### src/rtl/ret_addr_stack_pkg.sv
// Shared constants and operation decode for the return-address stack.
// The CPU-wide address width and default stack depth live here.
package ret_addr_stack_pkg;

    localparam int RAS_ADDR_W = 19;
    localparam int RAS_DEPTH  = 16;

    typedef enum logic [1:0] {
        OP_NONE    = 2'd0,
        OP_PUSH    = 2'd1,
        OP_POP     = 2'd2,
        OP_REPLACE = 2'd3
    } ras_op_e;

    // CALL+RET in one cycle rewrites the top in place, unless the stack is
    // empty, in which case it degrades to a plain push.
    function automatic ras_op_e ras_decode(input logic do_push,
                                           input logic do_pop,
                                           input logic is_empty);
        ras_op_e op;
        op = OP_NONE;
        if (do_push && do_pop && !is_empty) begin
            op = OP_REPLACE;
        end else if (do_push) begin
            op = OP_PUSH;
        end else if (do_pop) begin
            op = OP_POP;
        end
        return op;
    endfunction

endpackage

### src/rtl/ret_addr_stack_mem.sv
// Entry storage: DEPTH x ADDR_W registers, one synchronous write port and
// one asynchronous read port. Contents are intentionally not reset.
module ras_mem
    import ret_addr_stack_pkg::*;
#(
    parameter int ADDR_W = RAS_ADDR_W,
    parameter int DEPTH  = RAS_DEPTH,
    localparam int PTR_W = $clog2(DEPTH)
) (
    input  logic              clk,
    input  logic              we_i,
    input  logic [PTR_W-1:0]  waddr_i,
    input  logic [ADDR_W-1:0] wdata_i,
    input  logic [PTR_W-1:0]  raddr_i,
    output logic [ADDR_W-1:0] rdata_o
);

    logic [ADDR_W-1:0] mem_q [DEPTH];

    always_ff @(posedge clk) begin
        if (we_i) begin
            mem_q[waddr_i] <= wdata_i;
        end
    end

    assign rdata_o = mem_q[raddr_i];

endmodule

### src/rtl/ret_addr_stack.sv
// Circular LIFO of CALL return addresses with a combinational top-of-stack
// read for zero-latency RET redirect, occupancy, and sticky error flags.
module ret_addr_stack
    import ret_addr_stack_pkg::*;
#(
    parameter int ADDR_W = RAS_ADDR_W,
    parameter int DEPTH  = RAS_DEPTH,
    localparam int PTR_W = $clog2(DEPTH),
    localparam int CNT_W = $clog2(DEPTH) + 1
) (
    input  logic              clk,
    input  logic              rst,
    input  logic              push,
    input  logic              pop,
    input  logic              stall,
    input  logic [ADDR_W-1:0] push_addr,
    input  logic              clr_err,
    output logic [ADDR_W-1:0] top_addr,
    output logic              empty,
    output logic              full,
    output logic [CNT_W-1:0]  count,
    output logic              overflow,
    output logic              underflow
);

    logic [PTR_W-1:0]  sp_q, sp_d;
    logic [PTR_W-1:0]  sp_m1;
    logic [CNT_W-1:0]  count_q, count_d;
    logic              ovf_q, ovf_d;
    logic              unf_q, unf_d;

    logic              do_push, do_pop;
    logic              is_empty, is_full;
    ras_op_e           op;

    logic              we;
    logic [PTR_W-1:0]  waddr;
    logic              ovf_evt, unf_evt;
    logic [ADDR_W-1:0] rdata;

    assign do_push  = push & ~stall;
    assign do_pop   = pop & ~stall;
    assign is_empty = (count_q == '0);
    assign is_full  = (count_q == CNT_W'(DEPTH));
    assign sp_m1    = sp_q - PTR_W'(1);
    assign op       = ras_decode(do_push, do_pop, is_empty);

    always_comb begin
        sp_d    = sp_q;
        count_d = count_q;
        we      = 1'b0;
        waddr   = sp_q;
        ovf_evt = 1'b0;
        unf_evt = 1'b0;
        unique case (op)
            OP_PUSH: begin
                we    = 1'b1;
                waddr = sp_q;
                sp_d  = sp_q + PTR_W'(1);
                // When full the write lands on the oldest slot, dropping it.
                if (is_full) begin
                    ovf_evt = 1'b1;
                end else begin
                    count_d = count_q + CNT_W'(1);
                end
                // Only reachable with a pop when the stack was empty.
                unf_evt = do_pop;
            end
            OP_POP: begin
                if (is_empty) begin
                    unf_evt = 1'b1;
                end else begin
                    sp_d    = sp_m1;
                    count_d = count_q - CNT_W'(1);
                end
            end
            OP_REPLACE: begin
                we    = 1'b1;
                waddr = sp_m1;
            end
            default: begin
            end
        endcase
    end

    // A new error event wins over a simultaneous clear.
    assign ovf_d = (ovf_q & ~clr_err) | ovf_evt;
    assign unf_d = (unf_q & ~clr_err) | unf_evt;

    always_ff @(posedge clk or posedge rst) begin
        if (rst) begin
            sp_q    <= '0;
            count_q <= '0;
            ovf_q   <= 1'b0;
            unf_q   <= 1'b0;
        end else begin
            sp_q    <= sp_d;
            count_q <= count_d;
            ovf_q   <= ovf_d;
            unf_q   <= unf_d;
        end
    end

    ras_mem #(
        .ADDR_W (ADDR_W),
        .DEPTH  (DEPTH)
    ) u_mem (
        .clk     (clk),
        .we_i    (we),
        .waddr_i (waddr),
        .wdata_i (push_addr),
        .raddr_i (sp_m1),
        .rdata_o (rdata)
    );

    assign top_addr  = is_empty ? '0 : rdata;
    assign empty     = is_empty;
    assign full      = is_full;
    assign count     = count_q;
    assign overflow  = ovf_q;
    assign underflow = unf_q;

endmodule

### config.mk
export PLATFORM = sky130hd
export DESIGN_NAME = ret_addr_stack
export DESIGN_NICKNAME = d
export VERILOG_FILES = /design/src/rtl/ret_addr_stack_pkg.sv /design/src/rtl/ret_addr_stack_mem.sv /design/src/rtl/ret_addr_stack.sv
export SDC_FILE = /design/constraint.sdc
export NUM_CORES = 1
export LEC_CHECK = 0
export ABC_AREA = 1
export BUFFER_PORTS_ARGS = -buffer_cell sky130_fd_sc_hd__buf_2
export CAP_MARGIN = 0
export CORE_AREA = 2 2 127 190
export CTS_CLUSTER_DIAMETER = 60
export CTS_CLUSTER_SIZE = 16
export DETAILED_ROUTE_END_ITERATION = 16
export DIE_AREA = 0 0 129 192
export PLACE_DENSITY = 0.79
export SYNTH_ARGS = -nofsm -noshare
export SYNTH_HDL_FRONTEND = slang
export SYNTH_HIERARCHICAL = 1
export SYNTH_SLANG_ARGS = --single-unit
### constraint.sdc
create_clock -name clk -period 2.9 [get_ports clk]
set_input_delay 0.435 -clock clk [delete_from_list [all_inputs] [get_ports clk]]
set_output_delay 0.435 -clock clk [all_outputs]
set_load 0.02 [all_outputs]
==> metrics.log, run 1 <==
INFO  metric number_of_enable_flip_flop_cells_after_synthesis = 304
INFO  metric synth_sequential_area_ratio = about two thirds
INFO  metric max_freq = 347.6 MHz
INFO  metric netlist_area = 14130 um2
INFO  metric synth.net_count = around 1400
INFO  metric num_rows = 68
INFO  metric setup_viol = 0
INFO  metric post-synth-top-area-fraction = 64.62%
INFO  metric timing.hold.worst.class = primary input to flop
INFO  metric crit_path_start_kind = flop
INFO  metric timing.critical_path.buf_inv = 6
INFO  metric min_period_over_period = 99.21%
INFO  metric area_growth = 14.15%
INFO  metric drcViolationCount = 0
INFO  metric track_usage = 30.42%
INFO  metric first_global_vias = 10530
INFO  metric grt_max_degree = 53
INFO  metric sw_frac_of_total = 44.22%
INFO  metric post-synth-top-area-cell = edfxtp_1
INFO  metric hold_vio_cnt_final = 0
INFO  metric cts_num_sinks = roughly 320
INFO  metric postPlaceCellArea = roughly 15000 um2
INFO  metric cp_slowest_cell = dfrtp_2
INFO  metric xor_xnor_portion_of_the_synthesized_cell_area = less than 1%
INFO  metric final_instance_area = 16130 um2
INFO  metric place.gp.congestion = 0.8389
INFO  metric synthAdderAreaFrac = 0.5846%
INFO  metric route.detailed.vias_per_inst = 5.711
INFO  metric final_net_count = 1510
INFO  metric number_of_maximum_capacitance_constraint_violations = 0
INFO  metric yosys_most_used_dff = edfxtp_1
INFO  metric crit_path_leading_delay_family = buffers and inverters
INFO  metric peak_ir_drop_on_the_vdd_network = between 0.0009 and 0.001 V
INFO  metric clk-insertion-delay-late = 0.53 ns
INFO  metric max_slew.worst_pin.slew = about 0.45 ns
INFO  metric power.leakage = 7.146 nW
INFO  metric combinational_family_with_the_most_area_after_synthesis = simple AND/OR/NAND/NOR gates
INFO  metric grt_first_pass_wirelength = between 50000 and 60000 um
INFO  metric worst_path_largest_cell_delay = 0.42 ns
INFO  metric proportion_of_layout_cells_with_a_drive_suffix_above_1 = 12.10%
INFO  metric setup.worst_path.end_class = primary output
INFO  metric clk_pin_slew = approximately 0.070 ns
INFO  metric clock-skew-final = 0.01069 ns
INFO  metric synth_cell_type_count = 31
INFO  metric overflow = 0
INFO  metric critical_path_arrival = 2.44 ns
INFO  metric drt_iter0_markers = 1384
INFO  metric proportion_of_synthesized_flip_flops_having_asynchronous_set_or_reset = 3.492%
INFO  metric antenna_cells = 0
INFO  metric initial_utilization = between 60% and 70%
INFO  metric compound_gate_fraction_of_synth_area = less than 1%
INFO  metric antenna_violations_before_repair = 0
INFO  metric timing_max_transition_violations_final = 0
INFO  metric sequentialPowerShare = 28.9%
INFO  metric clkPwrFrac = 16.0%
INFO  metric drt.antenna.violating_nets = 0
INFO  metric max-clock-path-buffers = 3
INFO  metric power.density = 1159 nW/um2
INFO  metric num_vias = 10340
INFO  metric totalWireLength = ~38000 um
INFO  metric synth_cells = 1408
INFO  metric synth.most_common_cell = nand2_1
INFO  metric fillerInstances = 1585
INFO  metric area_share_of_and_or_nand_nor_cells_after_synthesis = 22.07%
INFO  metric grt_setup_unrepaired = true
INFO  metric final_period_minus_worst_setup_slack = 2.877 ns
INFO  metric net_sw_power = 8.265 mW
INFO  metric required = 2.47 ns
INFO  metric dr.pass1.iters = 5
INFO  metric detailed_place_hpwl = 19320 um
INFO  metric ys.warnings.count = 6
INFO  metric criticalPathCategory = flop to primary output
INFO  metric pin_count = 53
INFO  metric clock_tree.root_cell = clkbuf_16
INFO  metric synthesis.area_per_instance = 10.03 um2
INFO  metric die-width = approximately 130 um
INFO  metric synth_top_cells_by_area = edfxtp_1 65%, nand2_1 12%, nand3_1 8.6%
INFO  metric final.setup.worst_slack = about 0.023 ns
INFO  metric floorplan.die.height = 192 um
INFO  metric worst_hold_slack_after_final_layout = 0.1191 ns
INFO  metric post_synth_mux_area_share = 0%
INFO  metric core_area = 23060 um2
INFO  metric synth.ff_latch_count = about 320
INFO  metric die_area = 24770 um2
INFO  metric cts_buffers = 23
INFO  metric internal_power = 10.43 mW
INFO  metric run_status = completed
INFO  metric total_of_buffers_placed_on_input_and_output_ports = 52
INFO  metric timing.critical_path.cells = inv_8 > ha_4 > clkinv_8 > clkinv_16 > buf_16 > nand3_1 > nand3_1 > nand3_2 > nand2_1 > nand2_1 > inv_1 > buf_4
INFO  metric cts.htree.levels = 1
INFO  metric share_comb_of_total_power = a little under three fifths
INFO  metric preCtsSetupSlack = 0.3005 ns
INFO  metric cts_tree = yes
INFO  metric ys_top_cells_by_count = 453 x nand2_1, 304 x edfxtp_1, 268 x inv_1
INFO  metric critical_path.max_fanout = 17
INFO  metric routedWlPerCell = just over 20 um
INFO  metric worst_slew_margin_rel = 70.03%
final cells by class:
type	instances	area (um2)	share of cell area [%]
tap	315	394.1	2.444
timing repair buffer	110	1176	7.294
clock inverter	2	16.27	0.1009
multi-input combinational	755	3411	21.15
sequential	315	9407	58.33
clock buffer	40	639.4	3.965
inverter	274	1082	6.712
per-layer routing:
layer	vias up	track usage, %	wire [um]
met3	147	4.624	3964
li1	4643	-	-
met2	701	53.46	18890
met5	-	0	0
met4	0	13.55	1958
met1	4852	37.06	12750
stage by stage:
step           utilization, %  total power, mW  instances  TNS, ns
6_report                69.94            18.69       1811        0
5_1_grt                 69.94            19.54       1811  -0.1140
4_1_cts                 69.31            18.00       1807        0
3_5_place_dp            64.78            13.71       1753        0
3_3_place_gp            64.78            13.50       1753        0
2_1_floorplan               -            11.16       1408        0
power by group through the flow:
stage | Sequential [mW] | Clock [mW] | Combinational, mW
after floorplan | 5.51 | 0 | 5.66
after global placement | 5.49 | 0 | 8.02
after detailed placement | 5.50 | 0 | 8.21
after CTS | 5.39 | 2.99 | 9.62
after global routing | 5.43 | 3.17 | 10.9
final | 5.41 | 2.99 | 10.3
what timing repair did:
item / 4_1_cts / 5_1_grt
gates resized for setup: 21 / 39
hold endpoints to repair: 11 / 0
gates cloned: 9 / 2
buffers inserted: 2 / 2
setup endpoints to repair: 19 / 19
pin swaps: 0 / 0
hold buffers: 1 / 0
placed cells by master, fill, tap and decap left out, types with 3 or more instances in the layout:
cell type | netlist | final
xor2_1 | 6 | 6
buf_16 | 0 | 11
nand2_2 | 3 | 3
inv_4 | 1 | 3
buf_12 | 0 | 13
ha_1 | 5 | 4
buf_2 | 32 | 44
clkbuf_16 | 0 | 25
nand3_2 | 1 | 6
inv_1 | 268 | 262
nor2_1 | 21 | 5
nand3_1 | 243 | 238
nand2_1 | 453 | 453
dfrtp_1 | 11 | 9
clkbuf_1 | 11 | 17
nor2_2 | 2 | 18
edfxtp_1 | 304 | 304
o21ai_0 | 5 | 5
inv_2 | 4 | 6
buf_4 | 6 | 35
path summary, 6_finish.rpt:
| check | cells past startpoint | startpoint | slack, ns | endpoint |
|---|---|---|---|---|
| min reg2reg | 2 | overflow | 0.57 | overflow |
| max in group asynchronous | 3 | rst | 2.11 | sp_q[0] |
| max reg2reg | 9 | sp_q[2] | 0.48 | u_mem/mem_q[10][2] |
| min in group asynchronous | 3 | rst | 0.45 | count[4] |
| min | 2 | clr_err | 0.12 | overflow |
| max | 12 | sp_q[0] | 0.02 | top_addr[0] |
cell families after synthesis:
group / Yosys count
simple gates: 732
buf+inv: 338
fa+ha+maj: 6
compound gates: 10
flops: 315
xor+xnor: 7
sequential cells by signal (all words and copies together) (netlist names):
name	flops
u_mem/mem_q	304
count	5
underflow	1
overflow	1
sp_q	4
worst reg2reg max path: cells and delay by family, from the launching register on:
family / cells / cell delay (ns)
flip-flops: 1 / 0.48
buffers and inverters: 2 / 0.46
AO/OA/AOI/OAI: 1 / 0.28
AND/OR/NAND/NOR: 6 / 0.86
No activity file was read; power rests on OpenSTA's default activity.
==> run 2: changes to the inputs <==
==> constraint.sdc (replaced) <==
create_clock -name clk -period 2.9 [get_ports clk]
set_input_delay 0.435 -clock clk [delete_from_list [all_inputs] [get_ports clk]]
set_output_delay 0.435 -clock clk [all_outputs]
set_load 0.05 [all_outputs]
==> run 2 against run 1 <==
Effect of this change: worst hold slack worse by 0.0037 ns; first-iteration DRC count is 4.8% lower; utilization grew 0.85 points; critical path depth is 2 lower; cell count grew 0.72%; wire length shrank 2.2%; maximum frequency rose by 0.51%; clock skew grew 0.017 ns; sequential share of layout area fell by 0.71 points; via count fell by 0.40%; critical endpoint is now top_addr[11]; cell area grew 1.2%.
==> metrics.log, run 2 (synthesis results as in run 1) <==
INFO  metric run_status = completed
INFO  metric routedWlPerCell = 20.14 um (-2.9%)
INFO  metric hold_end = overflow
INFO  metric timing_max_transition_violations_final = 0 (unchanged)
INFO  metric initial_utilization = 61.27% (unchanged)
INFO  metric final.setup.worst_slack = 0.03759 ns (+0.01469 ns)
INFO  metric hold_vio_cnt_final = 0 (unchanged)
INFO  metric critical_path_arrival = 2.43 ns (about the same)
INFO  metric max_slew.worst_pin.slew = 0.4440 ns (-0.004967 ns)
INFO  metric drt_iter0_markers = 1318 (-4.8%)
INFO  metric cp_slowest_cell = dfrtp_2
INFO  metric first_global_vias = 9799 (-6.9%)
INFO  metric final_instance_area = 16320 um2 (+1.2%)
INFO  metric fillerInstances = 1501 (-5.3%)
INFO  metric required = 2.47 ns (about the same)
INFO  metric worst_hold_startpoint = clr_err
INFO  metric criticalPathCategory = flop to primary output
INFO  metric min_period_over_period = 98.70% (-0.51 points)
INFO  metric dr.pass1.iters = 5 (unchanged)
INFO  metric timing.hold.worst.class = primary input to flop
INFO  metric die_area = 24770 um2 (unchanged)
INFO  metric drt.antenna.violating_nets = 0 (unchanged)
INFO  metric grt_max_degree = 71 (+34%)
INFO  metric setup.worst_path.end_class = primary output
INFO  metric overflow = 0 (unchanged)
INFO  metric core_area = 23060 um2 (unchanged)
INFO  metric r2r.worst_path.cells = 7 (-2)
INFO  metric die-width = 129 um (unchanged)
INFO  metric number_of_maximum_capacitance_constraint_violations = 0 (unchanged)
INFO  metric final_net_count = 1522 (+0.79%)
INFO  metric area_growth = 15.54%
INFO  metric max_flop_register = u_mem/mem_q
INFO  metric postPlaceCellArea = 14910 um2 (-0.15%)
INFO  metric totalWireLength = 36730 um (-2.2%)
INFO  metric preCtsSetupSlack = 0.3187 ns (+0.01828 ns)
INFO  metric num_vias = 10300 (-0.40%)
INFO  metric pin_count = 53 (unchanged)
INFO  metric crit_path_leading_delay_family = buffers and inverters
INFO  metric cts_tree = yes
INFO  metric worst_path_largest_cell_delay = 0.48 ns (+0.06 ns)
INFO  metric timing.critical_path.buf_inv = 5 (-1)
INFO  metric mostFrequentLayoutCell = nand2_1
INFO  metric setup_viol = 0 (unchanged)
INFO  metric max-clock-path-buffers = 3 (unchanged)
INFO  metric clk-insertion-delay-late = 0.54 ns (about the same)
INFO  metric final_period_minus_worst_setup_slack = 2.862 ns (-0.01469 ns)
INFO  metric grt_first_pass_wirelength = 51380 um (-8.9%)
INFO  metric detailed_place_hpwl = 18780 um (-2.8%)
INFO  metric timing.critical_path.cells = inv_1 > nand4_1 > and2_1 > clkinv_1 > buf_6 > nand3_1 > nand2_1 > nand2_1 > inv_1 > buf_6
INFO  metric num_rows = 68 (unchanged)
INFO  metric critical_path.max_fanout = 19 (+2)
INFO  metric worst_slew_margin_rel = 70.36% (+0.33 points)
INFO  metric flop_to_flop_setup_slack = 0.46 ns (-0.02 ns)
INFO  metric total_of_buffers_placed_on_input_and_output_ports = 52 (unchanged)
INFO  metric grt_setup_unrepaired = true
INFO  metric rr_startpoint = count[0]
INFO  metric route.detailed.vias_per_inst = 5.648 (-1.1%)
INFO  metric final_cell_mix = 453 x nand2_1, 304 x edfxtp_1, 258 x inv_1, 240 x nand3_1, 42 x buf_4
INFO  metric track_usage = 27.65% (-2.8 points)
INFO  metric clk_pin_slew = 0.07 ns (about the same)
INFO  metric cts.htree.levels = 1 (unchanged)
INFO  metric number_of_cells_in_the_design_after_placement = 1760 (+0.40%)
INFO  metric antenna_violations_before_repair = 1 (+1)
INFO  metric crit-reg2reg-capture = u_mem/mem_q[4][14]
INFO  metric floorplan.die.height = 192 um (unchanged)
INFO  metric clock_tree.root_cell = clkbuf_16
INFO  metric cts_buffers = 23 (unchanged)
INFO  metric drcViolationCount = 0 (unchanged)
INFO  metric max_freq = 349.4 MHz (+0.51%)
INFO  metric hold_path_depth = 2 (unchanged)
INFO  metric place.gp.congestion = 0.8267 (-1.5%)
INFO  metric critical_path_cell_count = 10 (-2)
INFO  metric crit_path_start_kind = flop
INFO  metric proportion_of_layout_cells_with_a_drive_suffix_above_1 = 12.73% (+0.63 points)
INFO  metric cts_num_sinks = 315 (unchanged)
INFO  metric max_reg_flops = 304 (unchanged)
INFO  metric layout.cells.non_filler = 1824 (+0.72%)
INFO  metric clock-skew-final = 0.02727 ns (+0.01658 ns)
## run 2: routing by layer
| layer | up-vias | track usage, % | wire (um) |
|---|---|---|---|
| li1 | 4672 | - | - |
| met1 | 4808 | 35.01 | 12870 |
| met2 | 709 | 47.15 | 18430 |
| met3 | 113 | 4.652 | 4077 |
| met4 | 0 | 11.79 | 1350 |
| met5 | - | 0 | 0 |
## run 2: worst max path at each step
stage | start | end | slack [ns]
floorplan | count[0] | u_mem/mem_q[12][0] | 0.04
global placement | sp_q[0] | top_addr[1] | 0.35
detailed placement | sp_q[0] | top_addr[15] | 0.32
CTS | sp_q[2] | top_addr[12] | 0.001
global route | sp_q[0] | top_addr[10] | -0.05
finish | sp_q[2] | top_addr[11] | 0.04
## run 2: cell type report
type,count,area (um2),share of cell area (%)
multi-input combinational,755,3400,20.83
clock inverter,1,8.758,0.05366
timing repair buffer,122,1363,8.348
inverter,274,1085,6.646
clock buffer,41,664.4,4.071
tap,315,394.1,2.415
sequential,315,9405,57.62
antenna,1,2.502,0.01533
## run 2: per-stage QoR
| step | util, % | TNS (ns) | hold WS [ns] |
|---|---|---|---|
| floorplan | - | 0 | 0.2874 |
| global placement | 64.68 | 0 | 0.4500 |
| detailed placement | 64.68 | 0 | 0.4565 |
| CTS | 69.06 | 0 | 0.1127 |
| global route | 70.78 | -0.5472 | 0.1425 |
| finish | 70.79 | 0 | 0.1153 |
## run 2: timing repair
action	4_1_cts	5_1_grt
gates resized for setup	46	43
pin swaps	1	2
gates cloned	5	11
endpoints found under the hold margin	11	0
buffers inserted	3	2
hold buffers	1	0
endpoints found under the setup margin	19	19
## run 2: worst register-to-register path: stages (launching register included)
cell,delay (ns)
dfrtp_1,0.52
nor2_4,0.08
nand3_4,0.08
nand3_1,0.20
o21ai_0,0.39
nand3b_1,0.27
nor2_2,0.24
buf_4,0.32
Power of run 2 is not shown: default switching activity piles up to over one toggle a cycle in this logic, so the estimate is an artifact.
